File: src/rtl/pdm_deserializer_if.sv
// Microphone-side signal bundle for the PDM capture block.
// The slave modport is the deserializer; the master modport is whatever drives and observes it.
interface pdm_deserializer_if #(
   parameter int unsigned WORD_LENGTH = 16
);
   logic                   enable_i;
   logic                   pdm_m_data_i;
   logic                   pdm_m_clk_o;
   logic                   pdm_lrsel_o;
   logic [WORD_LENGTH-1:0] data_o;
   logic                   done_o;

   modport slave (
      input  enable_i,
      input  pdm_m_data_i,
      output pdm_m_clk_o,
      output pdm_lrsel_o,
      output data_o,
      output done_o
   );

   modport master (
      output enable_i,
      output pdm_m_data_i,
      input  pdm_m_clk_o,
      input  pdm_lrsel_o,
      input  data_o,
      input  done_o
   );
endinterface

File: src/rtl/pdm_deserializer.sv
// PDM microphone capture: generates the mic clock, synchronizes the data pin and packs
// WORD_LENGTH bits (first bit in MSB) into data_o with a one-cycle done_o strobe.
module pdm_deserializer #(
   parameter int unsigned WORD_LENGTH        = 16,
   parameter int unsigned SYSTEM_FREQUENCY   = 100000000,
   parameter int unsigned SAMPLING_FREQUENCY = 2000000
) (
   input logic              clock_i,
   input logic              reset_n_i,
   pdm_deserializer_if.slave pdm
);
   localparam int unsigned CLK_DIV = SYSTEM_FREQUENCY / (2 * SAMPLING_FREQUENCY);
   localparam int unsigned DIV_W   = (CLK_DIV > 1) ? $clog2(CLK_DIV) : 1;
   localparam int unsigned CNT_W   = (WORD_LENGTH > 1) ? $clog2(WORD_LENGTH) : 1;

   if (CLK_DIV < 2) begin : g_bad_div
      $error("pdm_deserializer: CLK_DIV must be at least 2");
   end

   typedef enum logic {IDLE, RUN} state_t;

   state_t                 state_q, state_d;
   logic [1:0]             sync_q, sync_d;
   logic [DIV_W-1:0]       div_q, div_d;
   logic                   mclk_q, mclk_d;
   logic [CNT_W-1:0]       cnt_q, cnt_d;
   logic [WORD_LENGTH-1:0] shift_q, shift_d;
   logic [WORD_LENGTH-1:0] data_q, data_d;
   logic                   done_q, done_d;
   logic                   run;

   // Counting starts only once the registered state is RUN, and a low enable_i
   // idles the datapath in the same edge, so a drop beats a coinciding completion.
   always_comb begin
      run     = (state_q == RUN) && pdm.enable_i;
      state_d = pdm.enable_i ? RUN : IDLE;
      sync_d  = {sync_q[0], pdm.pdm_m_data_i};
      div_d   = div_q;
      mclk_d  = mclk_q;
      cnt_d   = cnt_q;
      shift_d = shift_q;
      data_d  = data_q;
      done_d  = 1'b0;
      if (!run) begin
         div_d   = '0;
         mclk_d  = 1'b0;
         cnt_d   = '0;
         shift_d = '0;
      end else if (div_q == DIV_W'(CLK_DIV - 1)) begin
         div_d  = '0;
         mclk_d = ~mclk_q;
         if (mclk_q) begin
            shift_d = {shift_q[WORD_LENGTH-2:0], sync_q[1]};
            if (cnt_q == CNT_W'(WORD_LENGTH - 1)) begin
               cnt_d  = '0;
               data_d = shift_d;
               done_d = 1'b1;
            end else begin
               cnt_d = cnt_q + 1'b1;
            end
         end
      end else begin
         div_d = div_q + 1'b1;
      end
   end

   always_ff @(posedge clock_i) begin
      if (!reset_n_i) begin
         state_q <= IDLE;
         sync_q  <= '0;
         div_q   <= '0;
         mclk_q  <= 1'b0;
         cnt_q   <= '0;
         shift_q <= '0;
         data_q  <= '0;
         done_q  <= 1'b0;
      end else begin
         state_q <= state_d;
         sync_q  <= sync_d;
         div_q   <= div_d;
         mclk_q  <= mclk_d;
         cnt_q   <= cnt_d;
         shift_q <= shift_d;
         data_q  <= data_d;
         done_q  <= done_d;
      end
   end

   assign pdm.pdm_m_clk_o = mclk_q;
   assign pdm.pdm_lrsel_o = 1'b0;
   assign pdm.data_o      = data_q;
   assign pdm.done_o      = done_q;
endmodule
File: src/flat_wrapper.sv
// flat-port wrapper written by rule: the top's interface ports become plain ports
module pdm_deserializer_flat 
#(
   parameter int unsigned WORD_LENGTH        = 16,
   parameter int unsigned SYSTEM_FREQUENCY   = 100000000,
   parameter int unsigned SAMPLING_FREQUENCY = 2000000
)
  (clock_i, reset_n_i, pdm_enable_i, pdm_pdm_m_data_i, pdm_pdm_m_clk_o, pdm_pdm_lrsel_o, pdm_data_o, pdm_done_o);
  pdm_deserializer_if #(.WORD_LENGTH(WORD_LENGTH)) pdm_i ();
  input logic clock_i;
  input logic reset_n_i;
  input wire logic [$bits(pdm_i.enable_i)-1:0] pdm_enable_i;
  input wire logic [$bits(pdm_i.pdm_m_data_i)-1:0] pdm_pdm_m_data_i;
  output wire logic [$bits(pdm_i.pdm_m_clk_o)-1:0] pdm_pdm_m_clk_o;
  output wire logic [$bits(pdm_i.pdm_lrsel_o)-1:0] pdm_pdm_lrsel_o;
  output wire logic [$bits(pdm_i.data_o)-1:0] pdm_data_o;
  output wire logic [$bits(pdm_i.done_o)-1:0] pdm_done_o;
  assign pdm_i.enable_i = pdm_enable_i;
  assign pdm_i.pdm_m_data_i = pdm_pdm_m_data_i;
  assign pdm_pdm_m_clk_o = pdm_i.pdm_m_clk_o;
  assign pdm_pdm_lrsel_o = pdm_i.pdm_lrsel_o;
  assign pdm_data_o = pdm_i.data_o;
  assign pdm_done_o = pdm_i.done_o;
  pdm_deserializer #(.WORD_LENGTH(WORD_LENGTH), .SYSTEM_FREQUENCY(SYSTEM_FREQUENCY), .SAMPLING_FREQUENCY(SAMPLING_FREQUENCY)) u_core (.clock_i(clock_i), .reset_n_i(reset_n_i), .pdm(pdm_i));
endmodule
File: config.mk
export PLATFORM = sky130hd
export DESIGN_NAME = pdm_deserializer_flat
export DESIGN_NICKNAME = d
export VERILOG_FILES = /design/src/rtl/pdm_deserializer_if.sv /design/src/rtl/pdm_deserializer.sv /design/src/flat_wrapper.sv
export SDC_FILE = /design/constraint.sdc
export NUM_CORES = 1
export LEC_CHECK = 0
export CORE_UTILIZATION = 40
export DETAILED_ROUTE_END_ITERATION = 6
export PLACE_DENSITY = 0.66
export SLEW_MARGIN = 30
export SYNTH_ARGS = -nofsm -noshare
export SYNTH_HDL_FRONTEND = slang
export SYNTH_SLANG_ARGS = --single-unit
File: constraint.sdc
create_clock -name clock_i -period 2 [get_ports clock_i]
set_input_delay 0.2 -clock clock_i [delete_from_list [all_inputs] [get_ports clock_i]]
set_output_delay 0.2 -clock clock_i [all_outputs]
set_load 0.01 [all_outputs]
==> run summary <==
Largest net degree at the start of global routing: 36
Core box area: 4350 um2
Most frequent cell after synthesis: dfxtp_1
Clk root buf: clkbuf_8
Critical path class: reg -> out
Maximum vdd drop: 302 uV
Synth warnings: 0
Iteration count of the initial detailed-routing pass: 4
Final HPWL from detailed placement: 2060 um
Slowest-stage cell, CP: clkdlybuf4s50_1
Post-synth top area share: 0.497
Leak Pwr: 0.682 nW
H-tree depth: 2
Share of cells above drive strength 1: 0.0727
CTS tree: done
Area growth syn-to-layout: 17.7%
Worst slew pin tran: 634 ps
Top delay family on crit path: buffers and inverters
Io pins: 23
Crit path max fanout: 21
CTS Hold Buffers Added: 0
Distinct cells, synth: 29
Buffers & Inverters on Critical Path: 2
Worst Setup End Kind: output port
Total GRT Usage: 0.147
Initial antenna violation count: 0
Nets: 226
CTS buffer count: 5
Cell area after synthesis: 1810 um2
Main synth FF type: dfxtp_1
Vias in the first global route: 1,218
CP arrival: 1480 ps
Top cells by area, synth: dfxtp_1, mux2i_1, nand2_1
Commonest cells post-synth: dfxtp_1, nand2_1, nand3_1
Clk Latency, worst-skew pair: 310 ps
Crit path cell chain: buf_4, clkdlybuf4s50_1
Cts repair resizes: 0
Slew HR: 0.576
Fin util: 0.490
Ant diodes: 0
Layout fillers: 410
Drt drc: 0
Clock Pin Slew Worst Setup and Hold Paths: 80 ps
Setup bufs post-CTS: 0
First-pass GRT wire length: 5660 um
# rows: 24
Die Area: 4800 um2
Hold WC Path Type: reg -> reg
Register area: 901 um2
Pwr per Cell Area: 704 nW/um2
Initial Util: 0.416
Leading area contributor after synthesis: dfxtp_1
I/O Buffers: 21
Clk sinks: 45
Area of the multi-input gates: 812 um2
Post-layout min period: 1680 ps
Fmax: 595 MHz
Routability Congestion: 0.750
Die height: 69.3 um
Worst Setup Start Kind: flip-flop
Post-Route WL: 3240 um
EDFF count, synth: 0
Skew final: 9.67 ps
Synthesized flop and latch total: 45
Antenna-violating nets left: 0
Critical Path RT: 1800 ps
Setup TNS: 0 ps
DR iter-0 viols: 85
Slew Limit Fails: 0
Post-synth net total: 209
Delay of the slowest critical-path stage: 580 ps
GRT overflow: 0
Register area share after synthesis: 0.497
RSZ-0062 raised after global routing: false
Mapped Cells: 202
Vias/cell: 5.08
Hold Fails Final Rpt: 0
# setup viols final: 0
Outcome: finished, final reports clean
Max Cap Violations: 0
Syn avg cell area: 8.97 um2
Vias: 1,382
Drt wl/cell: 11.9 um
Max Root-Sink Buffers: 2
Fin crit share: 0.840
Die Wd: 69.3 um
Asr flop ratio synth: 0
-- sequential cells by signal (all words and copies together), names as in the netlist --
signal	flops
u_core.shift_q	15
u_core.pdm.data_o	16
u_core.cnt_q	4
u_core.pdm.pdm_m_clk_o	1
u_core.sync_q	2
u_core.div_q	5
u_core.pdm.done_o	1
u_core.state_q	1
-- stage by stage --
stage	cells	cell area, um2	hold slack (ps)	total power [mW]	setup slack, ps
2_1_floorplan	202	1810	327	0.940	487
3_3_place_gp	264	2040	443	0.951	338
3_5_place_dp	264	2040	430	0.950	286
4_1_cts	272	2130	461	1.51	278
5_1_grt	272	2130	478	1.56	135
6_report	272	2130	456	1.50	319
-- worst paths after layout --
path / from / end / slack [ps] / cells after the start
setup / recovery: u_core.pdm.pdm_m_clk_o / pdm_pdm_m_clk_o / 320 / 2
setup reg to reg: u_core.div_q[0] / u_core.pdm.data_o[4] / 330 / 6
hold reg to reg: u_core.pdm.data_o[10] / u_core.pdm.data_o[10] / 460 / 2
hold / removal: u_core.pdm.data_o[10] / u_core.pdm.data_o[10] / 460 / 2
-- where the power goes --
group / total [mW] / switching [mW] / internal (mW)
logic: 0.0283 / 0.0190 / 0.00931
registers: 0.900 / 0.00192 / 0.899
clock network: 0.572 / 0.324 / 0.248
-- layout make-up --
type	count	share of cell area
Clock buffer	5	0.0323
Tap cell	52	0.0305
Timing Repair Buffer	26	0.116
Sequential cell	45	0.423
Multi-Input combinational cell	137	0.381
Clock inverter	3	0.0106
Inverter	4	0.00704
-- cells by family (layout without fill, tap and decap cells) --
family          after synthesis  count (layout)  synth area share
mux                          16              16            0.0884
simple gates                 75              75             0.203
xor+xnor                      3               3            0.0145
flops                        45              45             0.497
other cells                   1               1           0.00207
fa+ha+maj                     3               3            0.0207
compound gates               39              39             0.115
buf+inv                      20              38            0.0594
-- cell usage in the layout (no fill, tap or decap) --
cell type / Yosys / final
and4b_1: 1 / 1
conb_1: 1 / 1
nand3_1: 20 / 20
and3_1: 2 / 2
nor4_4: 0 / 1
nand4b_1: 1 / 1
dfxtp_1: 45 / 45
nor2_1: 4 / 4
nand4b_4: 1 / 1
inv_1: 3 / 3
clkinv_2: 0 / 1
a21oi_1: 19 / 19
xor2_1: 2 / 2
clkinv_4: 0 / 2
mux2i_1: 16 / 16
inv_2: 1 / 1
xnor2_1: 1 / 1
o31ai_1: 1 / 1
nand2_1: 39 / 39
and2_1: 5 / 5
ha_1: 3 / 3
o2111a_1: 1 / 1
o21ai_0: 2 / 2
buf_4: 1 / 5
clkdlybuf4s50_1: 0 / 21
or4_1: 1 / 1
o21ai_1: 15 / 15
o32ai_1: 1 / 1
clkbuf_8: 0 / 5
-- tightest hold or removal path, stage by stage, from the launching register on --
cell and delay, ps:
dfxtp_1 310, nand2_1 50, mux2i_1 50
-- per-layer routing --
metal  track usage  up-vias  part of all wire
met5             0        -                 0
met4        0.0544        0             0.015
met3        0.0523        5             0.041
met2         0.216       26              0.40
met1         0.199      628              0.54
li1              -      723                 -
(Power assumes the default switching activity.)
